### src/rtl/pipeline_hazard_ctrl_if.sv
// Control bus between the hazard sequencer and the pipeline datapath.
// The master side (datapath) presents the OF/EX instructions and branch
// resolution; the slave side (sequencer) returns latch controls and counters.
interface pipeline_hazard_ctrl_if #(
    parameter int CNT_W = 16
);
    logic [31:0]      of_ir;
    logic [31:0]      ex_ir;
    logic             ex_branch_taken;
    logic             pc_write_en;
    logic             if_of_en;
    logic             of_ex_en;
    logic             if_of_bubble;
    logic             of_ex_bubble;
    logic             ex_ma_bubble;
    logic             pc_sel_branch;
    logic [CNT_W-1:0] stall_cnt;
    logic [CNT_W-1:0] flush_cnt;
    logic [1:0]       state_dbg;

    modport master (
        output of_ir, ex_ir, ex_branch_taken,
        input  pc_write_en, if_of_en, of_ex_en,
        input  if_of_bubble, of_ex_bubble, ex_ma_bubble, pc_sel_branch,
        input  stall_cnt, flush_cnt, state_dbg
    );

    modport slave (
        input  of_ir, ex_ir, ex_branch_taken,
        output pc_write_en, if_of_en, of_ex_en,
        output if_of_bubble, of_ex_bubble, ex_ma_bubble, pc_sel_branch,
        output stall_cnt, flush_cnt, state_dbg
    );
endinterface

### src/rtl/pipeline_hazard_ctrl.sv
// Stall/flush sequencer for the 5-stage pipeline: load-use stalls,
// multi-cycle mul/div/mod occupancy of EX, and taken-branch flushes,
// with saturating stall/flush event counters.
module pipeline_hazard_ctrl #(
    parameter int          MD_LAT = 4,
    parameter logic [31:0] NOP_IR = 32'h68000000,
    parameter int          CNT_W  = 16
) (
    input  logic                     clk,
    input  logic                     reset,
    pipeline_hazard_ctrl_if.slave    bus
);
    typedef enum logic [1:0] {
        S_RUN     = 2'd0,
        S_MD_WAIT = 2'd1
    } state_t;

    // The nop opcode is taken from the bubble instruction itself so both agree.
    localparam logic [4:0] OP_NOP  = NOP_IR[31:27];
    localparam logic [4:0] OP_LD   = 5'b01110;
    localparam logic [4:0] OP_ST   = 5'b01111;
    localparam logic [4:0] OP_MUL  = 5'b00010;
    localparam logic [4:0] OP_DIV  = 5'b00011;
    localparam logic [4:0] OP_MOD  = 5'b00100;
    localparam logic [4:0] OP_RET  = 5'b10100;
    localparam logic [4:0] OP_B    = 5'b10010;
    localparam logic [4:0] OP_BEQ  = 5'b10000;
    localparam logic [4:0] OP_BGT  = 5'b10001;
    localparam logic [4:0] OP_CALL = 5'b10011;
    localparam logic [4:0] OP_MOV  = 5'b01001;
    localparam logic [4:0] OP_NOT  = 5'b01000;
    localparam logic [3:0] MD_LOAD = 4'(MD_LAT - 2);

    state_t           r_state;
    state_t           w_state_next;
    logic [3:0]       r_md_cnt;
    logic [3:0]       w_md_cnt_next;
    logic [CNT_W-1:0] r_stall_cnt;
    logic [CNT_W-1:0] r_flush_cnt;
    logic             w_stall_inc;
    logic             w_flush_inc;

    logic [4:0] w_of_op;
    logic       w_of_i;
    logic [3:0] w_of_rd;
    logic [3:0] w_of_rs1;
    logic [3:0] w_of_rs2;
    logic [4:0] w_ex_op;
    logic [3:0] w_ex_rd;
    logic       w_of_no_src;
    logic       w_rs1_read;
    logic       w_rs2_read;
    logic       w_lu;
    logic       w_md_in_ex;

    assign w_of_op  = bus.of_ir[31:27];
    assign w_of_i   = bus.of_ir[26];
    assign w_of_rd  = bus.of_ir[25:22];
    assign w_of_rs1 = bus.of_ir[21:18];
    assign w_of_rs2 = bus.of_ir[17:14];
    assign w_ex_op  = bus.ex_ir[31:27];
    assign w_ex_rd  = bus.ex_ir[25:22];

    // Decode which registers the OF instruction reads and detect hazards against EX.
    always_comb begin
        w_of_no_src = (w_of_op == OP_NOP) || (w_of_op == OP_B)   || (w_of_op == OP_BEQ) ||
                      (w_of_op == OP_BGT) || (w_of_op == OP_CALL) || (w_of_op == OP_RET) ||
                      (w_of_op == OP_MOV) || (w_of_op == OP_NOT);
        w_rs1_read  = !w_of_no_src;
        w_rs2_read  = !w_of_i && !w_of_no_src && (w_of_op != OP_LD) && (w_of_op != OP_ST);
        w_lu        = (w_ex_op == OP_LD) &&
                      ((w_rs1_read && (w_of_rs1 == w_ex_rd)) ||
                       (w_rs2_read && (w_of_rs2 == w_ex_rd)) ||
                       ((w_of_op == OP_ST)  && (w_of_rd == w_ex_rd)) ||
                       ((w_of_op == OP_RET) && (w_ex_rd == 4'd15)));
        w_md_in_ex  = (w_ex_op == OP_MUL) || (w_ex_op == OP_DIV) || (w_ex_op == OP_MOD);
    end

    // State and md occupancy counter register.
    always_ff @(posedge clk or posedge reset) begin
        if (reset) begin
            r_state  <= S_RUN;
            r_md_cnt <= 4'd0;
        end else begin
            r_state  <= w_state_next;
            r_md_cnt <= w_md_cnt_next;
        end
    end

    // Next state, md countdown and event-counter increments.
    always_comb begin
        w_state_next  = r_state;
        w_md_cnt_next = r_md_cnt;
        w_stall_inc   = 1'b0;
        w_flush_inc   = 1'b0;
        case (r_state)
            S_RUN: begin
                if (w_md_in_ex) begin
                    w_state_next  = S_MD_WAIT;
                    w_md_cnt_next = MD_LOAD;
                    w_stall_inc   = 1'b1;
                end else if (bus.ex_branch_taken) begin
                    w_flush_inc   = 1'b1;
                end else if (w_lu) begin
                    w_stall_inc   = 1'b1;
                end
            end
            S_MD_WAIT: begin
                // EX is still busy with the md op, so branches and load-use are moot here.
                if (r_md_cnt != 4'd0) begin
                    w_md_cnt_next = r_md_cnt - 4'd1;
                    w_stall_inc   = 1'b1;
                end else begin
                    w_state_next  = S_RUN;
                end
            end
            default: w_state_next = S_RUN;
        endcase
    end

    // Saturating performance counters.
    always_ff @(posedge clk or posedge reset) begin
        if (reset) begin
            r_stall_cnt <= '0;
            r_flush_cnt <= '0;
        end else begin
            if (w_stall_inc && (r_stall_cnt != {CNT_W{1'b1}}))
                r_stall_cnt <= r_stall_cnt + 1'b1;
            if (w_flush_inc && (r_flush_cnt != {CNT_W{1'b1}}))
                r_flush_cnt <= r_flush_cnt + 1'b1;
        end
    end

    // Latch controls; forced quiet while reset is held so nothing loads.
    always_comb begin
        bus.pc_write_en   = 1'b0;
        bus.if_of_en      = 1'b0;
        bus.of_ex_en      = 1'b0;
        bus.if_of_bubble  = 1'b0;
        bus.of_ex_bubble  = 1'b0;
        bus.ex_ma_bubble  = 1'b0;
        bus.pc_sel_branch = 1'b0;
        if (!reset) begin
            if ((r_state == S_RUN && w_md_in_ex) ||
                (r_state == S_MD_WAIT && r_md_cnt != 4'd0)) begin
                bus.ex_ma_bubble  = 1'b1;
            end else if (r_state == S_RUN && bus.ex_branch_taken) begin
                bus.pc_write_en   = 1'b1;
                bus.if_of_en      = 1'b1;
                bus.of_ex_en      = 1'b1;
                bus.if_of_bubble  = 1'b1;
                bus.of_ex_bubble  = 1'b1;
                bus.pc_sel_branch = 1'b1;
            end else if (r_state == S_RUN && w_lu) begin
                bus.of_ex_en      = 1'b1;
                bus.of_ex_bubble  = 1'b1;
            end else begin
                bus.pc_write_en   = 1'b1;
                bus.if_of_en      = 1'b1;
                bus.of_ex_en      = 1'b1;
            end
        end
    end

    assign bus.stall_cnt = r_stall_cnt;
    assign bus.flush_cnt = r_flush_cnt;
    assign bus.state_dbg = r_state;
endmodule

### src/flat_wrapper.sv
// flat-port wrapper written by rule: the top's interface ports become plain ports
module pipeline_hazard_ctrl_flat 
#(
    parameter int          MD_LAT = 4,
    parameter logic [31:0] NOP_IR = 32'h68000000,
    parameter int          CNT_W  = 16
)
  (clk, reset, bus_of_ir, bus_ex_ir, bus_ex_branch_taken, bus_pc_write_en, bus_if_of_en, bus_of_ex_en, bus_if_of_bubble, bus_of_ex_bubble, bus_ex_ma_bubble, bus_pc_sel_branch, bus_stall_cnt, bus_flush_cnt, bus_state_dbg);
  pipeline_hazard_ctrl_if #(.CNT_W(CNT_W)) bus_i ();
  input  logic clk;
  input  logic reset;
  input wire logic [$bits(bus_i.of_ir)-1:0] bus_of_ir;
  input wire logic [$bits(bus_i.ex_ir)-1:0] bus_ex_ir;
  input wire logic [$bits(bus_i.ex_branch_taken)-1:0] bus_ex_branch_taken;
  output wire logic [$bits(bus_i.pc_write_en)-1:0] bus_pc_write_en;
  output wire logic [$bits(bus_i.if_of_en)-1:0] bus_if_of_en;
  output wire logic [$bits(bus_i.of_ex_en)-1:0] bus_of_ex_en;
  output wire logic [$bits(bus_i.if_of_bubble)-1:0] bus_if_of_bubble;
  output wire logic [$bits(bus_i.of_ex_bubble)-1:0] bus_of_ex_bubble;
  output wire logic [$bits(bus_i.ex_ma_bubble)-1:0] bus_ex_ma_bubble;
  output wire logic [$bits(bus_i.pc_sel_branch)-1:0] bus_pc_sel_branch;
  output wire logic [$bits(bus_i.stall_cnt)-1:0] bus_stall_cnt;
  output wire logic [$bits(bus_i.flush_cnt)-1:0] bus_flush_cnt;
  output wire logic [$bits(bus_i.state_dbg)-1:0] bus_state_dbg;
  assign bus_i.of_ir = bus_of_ir;
  assign bus_i.ex_ir = bus_ex_ir;
  assign bus_i.ex_branch_taken = bus_ex_branch_taken;
  assign bus_pc_write_en = bus_i.pc_write_en;
  assign bus_if_of_en = bus_i.if_of_en;
  assign bus_of_ex_en = bus_i.of_ex_en;
  assign bus_if_of_bubble = bus_i.if_of_bubble;
  assign bus_of_ex_bubble = bus_i.of_ex_bubble;
  assign bus_ex_ma_bubble = bus_i.ex_ma_bubble;
  assign bus_pc_sel_branch = bus_i.pc_sel_branch;
  assign bus_stall_cnt = bus_i.stall_cnt;
  assign bus_flush_cnt = bus_i.flush_cnt;
  assign bus_state_dbg = bus_i.state_dbg;
  pipeline_hazard_ctrl #(.MD_LAT(MD_LAT), .NOP_IR(NOP_IR), .CNT_W(CNT_W)) u_core (.clk(clk), .reset(reset), .bus(bus_i));
endmodule
### config.mk
export PLATFORM = sky130hd
export DESIGN_NAME = pipeline_hazard_ctrl_flat
export DESIGN_NICKNAME = d
export VERILOG_FILES = /design/src/rtl/pipeline_hazard_ctrl_if.sv /design/src/rtl/pipeline_hazard_ctrl.sv /design/src/flat_wrapper.sv
export SDC_FILE = /design/constraint.sdc
export NUM_CORES = 1
export LEC_CHECK = 0
export CAP_MARGIN = 40
export CELL_PAD_IN_SITES_DETAIL_PLACEMENT = 0
export CELL_PAD_IN_SITES_GLOBAL_PLACEMENT = 1
export CORE_UTILIZATION = 27
export DETAILED_ROUTE_END_ITERATION = 6
export PLACE_DENSITY = 0.82
export SLEW_MARGIN = 20
export SYNTH_ARGS = -nofsm -noshare
export SYNTH_HDL_FRONTEND = slang
export SYNTH_SLANG_ARGS = --single-unit
### constraint.sdc
create_clock -name clk -period 2.1 [get_ports clk]
set_input_delay 0.42 -clock clk [delete_from_list [all_inputs] [get_ports clk]]
set_output_delay 0.42 -clock clk [all_outputs]
set_load 0.005 [all_outputs]
==> results.cfg, run 1 <==
[outcome]
status = complete, but fails checks
violations = setup timing

[timing]
rsz0062_at_grt = true
final-hold-violation-count = 0
setup_viol = 4
timing.fmax_mhz = 454
period_share_pct = 105
setup_ws_ns = -0.103
min_period_ns = 2.20
slew_violations = 0
skew_ns = 0.00359

[clock_network]
cts_made_buffers = 5
cts_tree = done
cts_sinks = 37
hold_buffers = 0
clkTransAtPathRegs_ns = 0.07
clockBufferDepth = 2
h-tree-depth = 2
insertion_delay_ns = 0.28
clockRootBuffer = clkbuf_8

[drt]
wl_per_cell_um = 13.5
dr.pass1.iters = 4
drt-total-wl_um = 5960
drt-initial-drc-count = 46
vias = 2042
drcViolationCount = 0
vias_per_cell = 4.63
ant_nets = 0

[grt]
grt_pass1_wl_um = 9750
grt_max_degree = 38
grt_usage_pct = 14.2
antenna_found_initial = 0
grt_overflow = 0
grt_pass1_vias = 2035

[die]
io_pins = 108
core_mm2 = 0.00789
initial_utilization_pct = 28.4
die_y_um = 93.2
fp-row-count = 32
die_area_mm2 = 0.00868
die_w_um = 93.2

[yosys]
yosys_most_used_dff = dfrtp_1
ys_seq_area_share_pct = 41.3
avgSynthCellArea_um2 = 10.1
synth_top_area_share_pct = 41.3
ys_async_sr_fraction_pct = 100
synth.distinct_cells = 47
ys_warn_count = 0
synth_top_area_cell = dfrtp_1
syn-cell-area_mm2 = 0.00224
synth_area_leaders = dfrtp_1 41%, xor2_1 8.6%, xnor2_1 7.0%, nand3_1 2.9%, o211ai_2 2.8%
synth_nets = 292
synth_edf_count = 0
ys_seq_elements = 37
syn_inst = 222

[critical_path]
endpoint_kind = primary output
cp.required_ns = 1.68
critPathKind = in2out
cp_max_fo = 4
arrival_ns = 1.78
startpoint_type = primary input

[flow_run]
cap_violations = 0

[final_layout]
fin_util_pct = 45.3
nNetsFinal = 408
area_delta_synth_final_pct = 59.2
drive_gt1_share_pct = 33.3
final_cell_mix = 43 x buf_4, 37 x dfrtp_1, 36 x clkdlybuf4s50_1
final_common_cell = buf_4
final_cell_area_mm2 = 0.00357
diodes = 0

[pwr]
pwr_density_cell_mw_per_mm2 = 870
leakage_uw = 0.00155
vdd_drop_max_v = 0.000684

[place]
io_buffers = 69
place.gp.congestion = 0.814
hpwlAfterDp_um = 4220
placed_cell_area_mm2 = 0.00330

[worst_hold_path]
hp-class = reg2reg
[cell usage after synthesis (all sizes together) (3+ instances only)]
library cell	n
a21oi	3
a31oi	3
and3	4
buf	8
dfrtp	37
ha	3
inv	12
mux2	6
nand2	12
nand2b	4
nand3	13
nand3b	4
nand4	5
nor2	16
nor3	9
nor4	7
o2111ai	4
o211ai	5
o21ai	8
xnor2	18
xor2	22
[critical path, cell delays in order]
cell and delay, ns:
clkdlybuf4s15_2 0.22, xor2_1 0.17, nor4_1 0.26, a31oi_1 0.10
buf_4 0.17, o21ai_2 0.11, nand3_2 0.08, a21boi_2 0.14
buf_2 0.12
[cell type report]
class                           instances  area (um2)
Clock buffer                            6        72.6
Clock inverter                          2        10.0
Fill cell                             754        4320
Inverter                               12        45.0
Multi-Input combinational cell        165        1360
Sequential cell                        37         926
Tap cell                              102         128
Timing Repair Buffer                  117        1030
[worst paths after layout]
check / from / to / slack (ns) / cells past startpoint
setup reg to reg: u_core.bus.state_dbg[0] / u_core.bus.stall_cnt[1] / -0.01 / 7
min in group asynchronous: reset / u_core.bus.flush_cnt[15] / 0.78 / 3
hold reg to reg: u_core.bus.flush_cnt[15] / u_core.bus.flush_cnt[15] / 0.50 / 1
max in group asynchronous: reset / u_core.bus.stall_cnt[10] / 0.99 / 3
hold / removal: u_core.bus.flush_cnt[15] / u_core.bus.flush_cnt[15] / 0.50 / 1
setup / recovery: bus_ex_ir[23] / bus_of_ex_bubble / -0.10 / 9
[timing repair]
action                     in CTS  in global routing
setup endpoints to repair      24                 19
pin swaps                      19                  4
resized for setup              90                 17
buffers inserted               10                  3
[stage by stage]
stage          power (uW)  TNS (ns)  hold slack [ns]  setup slack [ns]  cells
2_1_floorplan        1710   -0.0313            0.477           -0.0313    222
3_3_place_gp         2420    -14.36            0.479            -0.767    421
3_5_place_dp         2450    -15.94            0.485            -0.812    421
4_1_cts              3060    -0.252            0.502            -0.104    438
5_1_grt              3340     -1.08            0.512            -0.205    441
6_report             3110    -0.284            0.497            -0.103    441
[sequential cells by signal, summed over array words and instances (netlist names)]
signal	cells
u_core.bus.flush_cnt	16
u_core.bus.stall_cnt	16
u_core.bus.state_dbg	1
u_core.r_md_cnt	4
[where the power goes]
group          switching (uW)  leakage (uW)  internal (uW)  total [uW]
combinational             654       0.00103            904        1560
clock                     255     0.0000450            230         486
sequential                176      0.000468            887        1060
total                    1090       0.00155           2020        3110
[metal layers]
layer  share of wire (%)  global-route usage [%]  routed length, um
met5                   0                       0                  0
met2                  46                    23.3               2770
met4                 1.2                    3.85                 72
met3                 4.8                    3.09                286
met1                  48                    18.6               2830
[kinds of logic (layout without fill, tap and decap cells)]
kind of cell	after synthesis	after routing	share of synthesized area, %
adder cells (fa/ha/maj)	3	3	1.67
AO/OA/AOI/OAI	29	29	11.7
buffers and inverters	20	137	4.96
other	1	1	0.167
multiplexers	7	7	3.46
XOR/XNOR	40	40	15.6
flip-flops	37	37	41.3
AND/OR/NAND/NOR	85	85	21.2
Power figures use the tool's default switching activity.
==> run 2, diff against run 1 <==
- CTS_CLUSTER_SIZE: not set -> 12
==> results of run 2 <==
Same layout as run 1: the final DEF is identical, and so are final timing and power.
==> run 3, diff against run 2 <==
- CTS_CLUSTER_DIAMETER: not set -> 30
- SLEW_MARGIN: 20 -> not set
==> results of run 3 <==
Same layout as run 1: the final DEF is identical, and so are final timing and power.
